===== src/rtl/debug_trace_buf.sv =====
// Debug trace buffer: snoops the CDB channels into a circular trace RAM with wrap,
// stop-on-full and tag-triggered capture modes, then drains it through a valid/ready port.
module debug_trace_buf #(
  parameter int NUM_CH = 5,
  parameter int DEPTH  = 16,
  parameter int TAG_W  = 3,
  parameter int DATA_W = 32,
  localparam int CH_W    = (NUM_CH > 1) ? $clog2(NUM_CH) : 1,
  localparam int CNT_W   = $clog2(DEPTH) + 1,
  localparam int ENTRY_W = 16 + CH_W + TAG_W + DATA_W
) (
  input  logic                     clk,
  input  logic                     rst,
  input  logic                     arm,
  input  logic [1:0]               mode,
  input  logic                     stop,
  input  logic [TAG_W-1:0]         trig_tag,
  input  logic [CNT_W-1:0]         post_count,
  input  logic                     flush,
  input  logic [NUM_CH-1:0]        cdb_valid,
  input  logic [NUM_CH*TAG_W-1:0]  cdb_tag,
  input  logic [NUM_CH*DATA_W-1:0] cdb_data,
  input  logic                     rd_ready,
  output logic                     rd_valid,
  output logic [ENTRY_W-1:0]       rd_entry,
  output logic [2:0]               state,
  output logic [CNT_W-1:0]         count,
  output logic [15:0]              drop_cnt
);

  localparam int PTR_W = $clog2(DEPTH);

  typedef enum logic [2:0] {
    ST_IDLE   = 3'd0,
    ST_RUN    = 3'd1,
    ST_WAIT   = 3'd2,
    ST_POST   = 3'd3,
    ST_FROZEN = 3'd4
  } state_t;

  state_t             state_r;
  logic [1:0]         mode_r;
  logic [PTR_W-1:0]   wr_ptr_r;
  logic [PTR_W-1:0]   rd_ptr_r;
  logic [CNT_W-1:0]   count_r;
  logic [CNT_W-1:0]   post_r;
  logic [15:0]        drop_r;
  logic [15:0]        stamp_r;
  logic [ENTRY_W-1:0] mem_r [DEPTH];

  logic               hit_s;
  logic               cap_s;
  logic [CH_W-1:0]    sel_ch_s;
  logic [TAG_W-1:0]   sel_tag_s;
  logic [DATA_W-1:0]  sel_data_s;
  logic [3:0]         pop_s;
  logic [16:0]        drop_sum_s;
  logic [15:0]        drop_next_s;
  logic               full_s;

  // Lowest-indexed valid channel wins; the rest are counted as drops.
  always_comb begin
    hit_s      = 1'b0;
    sel_ch_s   = '0;
    sel_tag_s  = '0;
    sel_data_s = '0;
    pop_s      = 4'd0;
    for (int i = NUM_CH - 1; i >= 0; i--) begin
      pop_s = pop_s + 4'(cdb_valid[i]);
      if (cdb_valid[i]) begin
        hit_s      = 1'b1;
        sel_ch_s   = CH_W'(i);
        sel_tag_s  = cdb_tag[i*TAG_W +: TAG_W];
        sel_data_s = cdb_data[i*DATA_W +: DATA_W];
      end else begin
        hit_s      = hit_s;
      end
    end
  end

  // Capture qualification and saturating drop arithmetic.
  always_comb begin
    case (state_r)
      ST_RUN, ST_WAIT, ST_POST: cap_s = hit_s & ~flush;
      default:                  cap_s = 1'b0;
    endcase
    full_s     = (count_r == CNT_W'(DEPTH));
    drop_sum_s = {1'b0, drop_r} + 17'(pop_s) - 17'd1;
    if (drop_sum_s[16]) begin
      drop_next_s = 16'hFFFF;
    end else begin
      drop_next_s = drop_sum_s[15:0];
    end
  end

  // Control state, pointers and counters.
  always_ff @(posedge clk or posedge rst) begin
    if (rst) begin
      state_r  <= ST_IDLE;
      mode_r   <= 2'd0;
      wr_ptr_r <= '0;
      rd_ptr_r <= '0;
      count_r  <= '0;
      post_r   <= '0;
      drop_r   <= 16'd0;
      stamp_r  <= 16'd0;
    end else begin
      stamp_r <= stamp_r + 16'd1;
      if (cap_s) begin
        wr_ptr_r <= wr_ptr_r + PTR_W'(1);
        drop_r   <= drop_next_s;
        if (full_s) begin
          rd_ptr_r <= rd_ptr_r + PTR_W'(1);
        end else begin
          count_r  <= count_r + CNT_W'(1);
        end
      end
      case (state_r)
        ST_IDLE: begin
          if (arm) begin
            mode_r   <= (mode == 2'd3) ? 2'd0 : mode;
            wr_ptr_r <= '0;
            rd_ptr_r <= '0;
            count_r  <= '0;
            drop_r   <= 16'd0;
            state_r  <= (mode == 2'd2) ? ST_WAIT : ST_RUN;
          end
        end
        ST_RUN: begin
          if (stop) begin
            state_r <= ST_FROZEN;
          end else if (cap_s && mode_r == 2'd1 && count_r == CNT_W'(DEPTH - 1)) begin
            state_r <= ST_FROZEN;
          end
        end
        ST_WAIT: begin
          if (stop) begin
            state_r <= ST_FROZEN;
          end else if (cap_s && sel_tag_s == trig_tag) begin
            post_r  <= post_count;
            state_r <= (post_count == '0) ? ST_FROZEN : ST_POST;
          end
        end
        ST_POST: begin
          if (stop) begin
            state_r <= ST_FROZEN;
          end else if (cap_s) begin
            post_r <= post_r - CNT_W'(1);
            if (post_r == CNT_W'(1)) begin
              state_r <= ST_FROZEN;
            end
          end
        end
        ST_FROZEN: begin
          if (count_r == '0) begin
            state_r <= ST_IDLE;
          end else if (rd_ready) begin
            rd_ptr_r <= rd_ptr_r + PTR_W'(1);
            count_r  <= count_r - CNT_W'(1);
            if (count_r == CNT_W'(1)) begin
              state_r <= ST_IDLE;
            end
          end
        end
        default: state_r <= ST_IDLE;
      endcase
    end
  end

  // Trace RAM write port; contents are meaningless outside [rd_ptr, rd_ptr+count).
  always_ff @(posedge clk) begin
    if (cap_s) begin
      mem_r[wr_ptr_r] <= {stamp_r, sel_ch_s, sel_tag_s, sel_data_s};
    end
  end

  assign rd_entry = mem_r[rd_ptr_r];
  assign rd_valid = (state_r == ST_FROZEN) && (count_r != '0);
  assign state    = state_r;
  assign count    = count_r;
  assign drop_cnt = drop_r;

endmodule


===== config.mk =====
export PLATFORM = sky130hd
export DESIGN_NAME = debug_trace_buf
export DESIGN_NICKNAME = d
export VERILOG_FILES = /design/src/rtl/debug_trace_buf.sv
export SDC_FILE = /design/constraint.sdc
export NUM_CORES = 1
export LEC_CHECK = 0
export CORE_UTILIZATION = 35
export CTS_CLUSTER_DIAMETER = 60
export DETAILED_ROUTE_END_ITERATION = 10
export HOLD_SLACK_MARGIN = 0.02
export PLACE_DENSITY = 0.55
export SYNTH_ARGS = -nofsm -noshare
export SYNTH_HDL_FRONTEND = slang
export SYNTH_SLANG_ARGS = --single-unit

===== constraint.sdc =====
create_clock -name clk -period 3.8 [get_ports clk]
set_input_delay 1.14 -clock clk [delete_from_list [all_inputs] [get_ports clk]]
set_output_delay 1.14 -clock clk [all_outputs]
set_load 0.005 [all_outputs]

==> impl_metrics.env, run 1 <==
export IMPL_status="complete, but fails checks"
export IMPL_violations="setup timing"
export IMPL_start_util_pct=35.4
export IMPL_cts_buffer_depth=3
export IMPL_crit_end="rd_entry[18]"
export IMPL_h_tree_depth=3
export IMPL_drt_iter0_markers=1840
export IMPL_rows=120
export IMPL_num_vias=23100
export IMPL_grt_overflow_total=0
export IMPL_via_per_inst=5.38
export IMPL_timing_slew_headroom_pct=40.8
export IMPL_root_buffer="clkbuf_16"
export IMPL_synthFlopType="edfxtp_1"
export IMPL_worst_r2r_cell_count=13
export IMPL_ys_types=57
export IMPL_power_per_cell_area_nw_per_um2=580
export IMPL_grtUsageMet1_pct=25.3
export IMPL_synthAdderAreaFrac_pct=1.57
export IMPL_dp_cells=3998
export IMPL_synth_top_family_by_area="multiplexers"
export IMPL_grt_pass1_vias=23900
export IMPL_maxCapViolations=0
export IMPL_worst_slew_pin_slew_ns=0.888
export IMPL_post_drt_wl_per_cell_um=24.3
export IMPL_synthArstFlopShare_pct=5.98
export IMPL_critPathMaxFanout=6
export IMPL_path_clk_slew_ns=0.06
export IMPL_yosysSeqAreaShare_pct=71.7
export IMPL_synth_mux_area_share_pct=12.3
export IMPL_wirelength_um=104000
export IMPL_pre_cts_ws_ns=-1.06
export IMPL_busiest_layer="met2"
export IMPL_gp_congestion=0.844
export IMPL_nNetsFinal=3055
export IMPL_critPathLaunch="rd_ptr_r[0]"
export IMPL_cts_tree="done"
export IMPL_dp_hpwl_um=61200
export IMPL_critical_path_required_ns=2.66
export IMPL_syn_to_final_growth_pct=31.1
export IMPL_fin_crit_sh_pct=104
export IMPL_worst_r2r_startpoint="drop_cnt[0]"
export IMPL_clock_sinks=919
export IMPL_ant_nets=0
export IMPL_path_cells="buf_12, buf_8, buf_16, buf_12, buf_8, mux2_4, o21ai_2, a21oi_2, a22oi_1, nand2_1, buf_2"
export IMPL_synth_compound_area_share_pct=8.51
export IMPL_setup_ws_ns=-0.135
export IMPL_gr_usage_met2_pct=30.6
export IMPL_final_cells=4295
export IMPL_r2r_end="drop_cnt[13]"
export IMPL_drive_above_1_share_pct=28.7
export IMPL_syn_area_um2=38100
export IMPL_final_cell_mix="edfxtp_1 (864), clkdlybuf4s50_1 (215), mux2i_1 (155), buf_4 (146)"
export IMPL_syn_area_per_cell_um2=16.7
export IMPL_fp_coreArea_um2=108000
export IMPL_clock_skew_ns=0.0369
export IMPL_final_common_cell="edfxtp_1"
export IMPL_antenna_found_initial=1
export IMPL_drc=0
export IMPL_die_h_um=332
export IMPL_grt_use_total_pct=18.7
export IMPL_worst_r2r_setup_slack_ns=0.45
export IMPL_ioPinCount=275
export IMPL_drt_first_pass_iters=5
export IMPL_slowest_delay_ns=0.49
export IMPL_portBuffers=274
export IMPL_ys_seq_elements=919
export IMPL_rsz0062_at_grt="yes"
export IMPL_clk_latency_ns=0.67
export IMPL_hold_viol=0
export IMPL_crit_type="register to output pin"
export IMPL_drv_slew=0
export IMPL_ir_drop_uv=496
export IMPL_synth_edf_count=864
export IMPL_grt_pass1_wl_um=154000
export IMPL_synthSimpleGateAreaFrac_pct=3.24
export IMPL_cts_made_buffers=100
export IMPL_grt_max_degree=71
export IMPL_arrival_ns=2.80
export IMPL_die_x_um=332
export IMPL_finalSetupViolations=37
export IMPL_yosysWarnings=0
export IMPL_cp_end_kind="output pin"
export IMPL_hp_class="register to register"
export IMPL_cp_slowest_cell="dfrtp_4"
export IMPL_finalPower_mw=28.9
export IMPL_p_leak_nw=17.0
export IMPL_die_area_um2=110000
export IMPL_synthCells=2283
export IMPL_fin_crit_ns=3.94
export IMPL_synth_xor_area_share_pct=0.828
export IMPL_grt_util_met3_pct=3.91
export IMPL_clock_fmax_mhz=254
export IMPL_syn_nets=2525
export IMPL_crit_path_start_kind="register"
==> flip-flops by register name (all words and copies together), names as in the netlist <==
signal    count
mem_r       864
drop_cnt     16
stamp_r      16
count         5
post_r        5
rd_ptr_r      4
wr_ptr_r      4
state         3
mode_r        2
==> per-layer routing <==
metal | up-vias | wire length [um]
met5 | - | 0
met2 | 768 | 49400
li1 | 10200 | -
met3 | 138 | 7040
met1 | 11900 | 45500
met4 | 0 | 2360
==> final cells by class <==
cell class,instances,area [um^2]
repair buffers,562,6550
flip-flops and latches,919,27300
fillers,9093,57600
clock inverters,56,544
multi-input cells,1192,10900
diodes,1,2.50
clock buffers,124,2660
inverters,38,155
well taps,1403,1760
==> worst max-delay path, delay by kind of cell (launching register included) <==
kind	cells	cell delay [ns]
buf+inv	6	0.87
flops	1	0.49
compound gates	3	0.35
mux	1	0.29
simple gates	1	0.14
==> worst min-delay path by stage <==
stage | from | end | slack [ns] | cells past startpoint
CTS | mode_r[1] | mode_r[1] | 0.49 | 2
floorplan | mode_r[1] | mode_r[1] | 0.45 | 2
detailed placement | mode_r[1] | mode_r[1] | 0.47 | 2
finish | mode_r[1] | mode_r[1] | 0.48 | 2
global route | mode_r[1] | mode_r[1] | 0.52 | 2
global placement | mode_r[1] | mode_r[1] | 0.47 | 2
==> where the power goes <==
part	internal, mW	leakage [nW]	switching [mW]
Sequential	11.5	8.70	0.300
Clock	5.45	1.54	3.97
Combinational	4.03	6.73	3.67
==> stage by stage <==
step                hold WS (ns)  area, um^2  setup TNS, ns  utilization (%)
floorplan                  0.449       38200          -8.45                -
finish                     0.482       49900          -2.09             46.5
detailed placement         0.472       44300         -30.53             41.2
global placement           0.473       44300         -15.54             41.2
CTS                        0.485       49600          -4.91             46.1
global route               0.517       49900          -8.35             46.5
==> kinds of logic (layout without fill, tap and decap cells) <==
| kind of cell | Yosys count | in the layout |
|---|---|---|
| multiplexers | 327 | 327 |
| buffers and inverters | 172 | 780 |
| adder cells (fa/ha/maj) | 46 | 46 |
| XOR/XNOR | 36 | 36 |
| AO/OA/AOI/OAI | 502 | 502 |
| AND/OR/NAND/NOR | 281 | 281 |
| other | 0 | 1 |
| flip-flops | 919 | 919 |
==> what timing repair did <==
item	in CTS	in global routing
pin swaps	141	100
setup endpoints to repair	70	70
hold buffers	0	0
cloned	26	1
gates resized for setup	438	115
buffers inserted	85	15
==> synthesized netlist by cell type (all sizes together), types with 2 or more instances <==
cell type	number	area, um^2
a2111o	2	22.5
a2111oi	3	26.3
a21o	5	37.5
a21oi	110	551
a221o	33	330
a221oi	57	499
a22oi	56	420
a31oi	6	37.5
and2	15	93.8
and3	10	62.6
buf	38	186
clkbuf	96	360
dfrtp	55	1380
edfxtp	864	25900
fa	3	60.1
ha	43	538
inv	38	143
mux2	54	608
mux2i	165	1650
mux4	108	2430
nand2	124	465
nand2b	4	25.0
nand3	18	90.1
nand4	5	31.3
nor2	75	287
nor2b	8	50.1
nor3	11	55.1
nor4	2	12.5
o211a	2	20.0
o211ai	4	35.0
o21a	2	15.0
o21ai	195	980
o221a	13	146
o22a	3	26.3
o31ai	3	22.5
o41ai	2	17.5
or3	3	18.8
or4	3	22.5
xnor2	23	201
xor2	13	114
Note: power is estimated with default switching activity, not from simulation.
==> run 2, diff against run 1 <==
PLACE_DENSITY = not set   (was 0.55)
==> run 2 against run 1 <==
Against the previous run: the run still ends with setup timing left; design area is 1.7% lower; count of clock-buffer cells in the layout is 4 lower; cell count is 0.77% lower; register-to-register slack better by 0.08 ns; core utilization is 0.78 points lower; global-route usage is 0.50 points lower; critical path type unchanged; highest routed layer unchanged.
==> impl_metrics.env, run 2 (synthesized netlist as in run 1, its figures left out) <==
export IMPL_maxCapViolations=0
export IMPL_finalPower_mw=28.3
export IMPL_h_tree_depth=3
export IMPL_rows=120
export IMPL_syn_to_final_growth_pct=28.9
export IMPL_power_per_cell_area_nw_per_um2=576
export IMPL_clock_fmax_mhz=256
export IMPL_drt_first_pass_iters=5
export IMPL_cts_tree="done"
export IMPL_largest_reg_flops=864
export IMPL_violations="setup timing"
export IMPL_clock_skew_ns=0.0167
export IMPL_dp_cells=3999
export IMPL_hp_class="register to register"
export IMPL_worst_r2r_startpoint="drop_cnt[0]"
export IMPL_setup_ws_ns=-0.110
export IMPL_final_cell_mix="edfxtp_1 (864), clkdlybuf4s50_1 (215), mux2i_1 (156), buf_4 (144), o21ai_0 (116)"
export IMPL_power_frac_seq_pct=41.8
export IMPL_worst_r2r_cell_count=13
export IMPL_gr_usage_met2_pct=29.8
export IMPL_ioPinCount=275
export IMPL_r2r_end="drop_cnt[15]"
export IMPL_grt_overflow_total=0
export IMPL_crit_type="register to output pin"
export IMPL_post_drt_wl_per_cell_um=24.0
export IMPL_root_buffer="clkbuf_16"
export IMPL_final_common_cell="edfxtp_1"
export IMPL_critical_path_required_ns=2.66
export IMPL_die_area_um2=110000
export IMPL_share_comb_of_total_power_pct=25.7
export IMPL_die_h_um=332
export IMPL_rsz0062_at_grt="yes"
export IMPL_drv_slew=0
export IMPL_via_per_inst=5.35
export IMPL_grtUsageMet1_pct=24.3
export IMPL_drc=0
export IMPL_p_leak_nw=16.7
export IMPL_gp_congestion=0.887
export IMPL_ctsHoldBuffers=0
export IMPL_path_clk_slew_ns=0.06
export IMPL_post_route_util_pct=45.7
export IMPL_grt_util_met3_pct=3.97
export IMPL_timing_slew_headroom_pct=36.0
export IMPL_crit_end="rd_entry[36]"
export IMPL_finalSetupViolations=17
export IMPL_worst_slew_pin_slew_ns=0.953
export IMPL_antenna_found_initial=3
export IMPL_grt_pass1_vias=23400
export IMPL_net_switching_power_mw=7.71
export IMPL_portBuffers=274
export IMPL_wirelength_um=102000
export IMPL_start_util_pct=35.4
export IMPL_fin_crit_sh_pct=103
export IMPL_clock_sinks=919
export IMPL_fp_coreArea_um2=108000
export IMPL_ant_nets=0
export IMPL_nNetsFinal=3019
export IMPL_p_int_mw=20.6
export IMPL_final_cells=4262
export IMPL_status="complete, but fails checks"
export IMPL_critPathMaxFanout=8
export IMPL_ir_drop_uv=524
export IMPL_drt_iter0_markers=1856
export IMPL_grt_max_degree=67
export IMPL_regMostFlops="mem_r"
export IMPL_num_vias=22800
export IMPL_power_share_clock_pct=32.5
export IMPL_swShare_pct=27.3
export IMPL_crit_path_start_kind="register"
export IMPL_cts_buffer_depth=3
export IMPL_worst_r2r_setup_slack_ns=0.53
export IMPL_cts_made_buffers=97
export IMPL_hold_viol=0
export IMPL_grt_use_total_pct=18.2
export IMPL_die_x_um=332
export IMPL_busiest_layer="met2"
export IMPL_cp_end_kind="output pin"
export IMPL_grt_pass1_wl_um=151000
export IMPL_drive_above_1_share_pct=27.5
export IMPL_dp_hpwl_um=61600
export IMPL_arrival_ns=2.77
export IMPL_fin_crit_ns=3.91
export IMPL_clk_latency_ns=0.66
export IMPL_critPathLaunch="rd_ptr_r[0]"
[run 2: power groups by stage]
stage                     Clock, mW  Combinational, mW  Sequential (mW)
after floorplan                   0               3.85             11.9
final                          9.19               7.26             11.8
after global routing           9.76               7.82             11.9
after detailed placement          0               6.42             12.0
after CTS                      9.38               7.18             11.8
after global placement            0               6.32             12.0
[run 2: through the flow]
stage	TNS (ns)	area (um^2)	hold WS, ns	setup WS, ns
after floorplan	-8.45	38200	0.449	-0.585
after global placement	-41.39	44200	0.475	-0.962
after detailed placement	-100.93	44200	0.484	-1.03
after CTS	-3.70	48800	0.497	-0.191
after global routing	-4.26	49100	0.536	-0.249
final	-1.07	49100	0.501	-0.110
[run 2: how the worst min path moves through the flow]
stage	depth (start not counted)	from	endpoint
after CTS	2	mode_r[0]	mode_r[0]
after detailed placement	2	mode_r[0]	mode_r[0]
after global placement	2	mode_r[0]	mode_r[0]
after global routing	2	mode_r[1]	mode_r[1]
final	2	mode_r[0]	mode_r[0]
after floorplan	2	mode_r[1]	mode_r[1]
[run 2: repair_timing]
| action | in CTS | in global routing |
|---|---|---|
| endpoints found under the hold margin | 0 | 0 |
| setup endpoints to repair | 68 | 70 |
| buffers inserted | 51 | 14 |
| cloned | 20 | 2 |
| pin swaps | 139 | 92 |
| resized for setup | 431 | 94 |
[run 2: routing by layer]
| layer | wire length (um) | share of wire [%] |
|---|---|---|
| met5 | 0 | 0 |
| met4 | 2260 | 2.2 |
| met3 | 7460 | 7.3 |
| met2 | 49000 | 48 |
| met1 | 43400 | 43 |
[run 2: critical path, cell delays in order (launching register included)]
cell and delay, ns:
dfrtp_4 0.50, buf_12 0.14, buf_16 0.15, buf_4 0.16, bufbuf_16 0.27, mux2i_1 0.13, a221oi_2 0.32, o21ai_1 0.11
nand2_2 0.19, buf_6 0.12
[run 2: area by class of cell]
cell class                      count  area, um^2
Sequential cell                   919       27300
Inverter                           38         150
Multi-Input combinational cell   1192       10800
Timing Repair Buffer              529        5940
Clock buffer                      120        2540
Antenna cell                        1        2.50
Tap cell                         1403        1760
Clock inverter                     60         549
Fill cell                        9157       58400
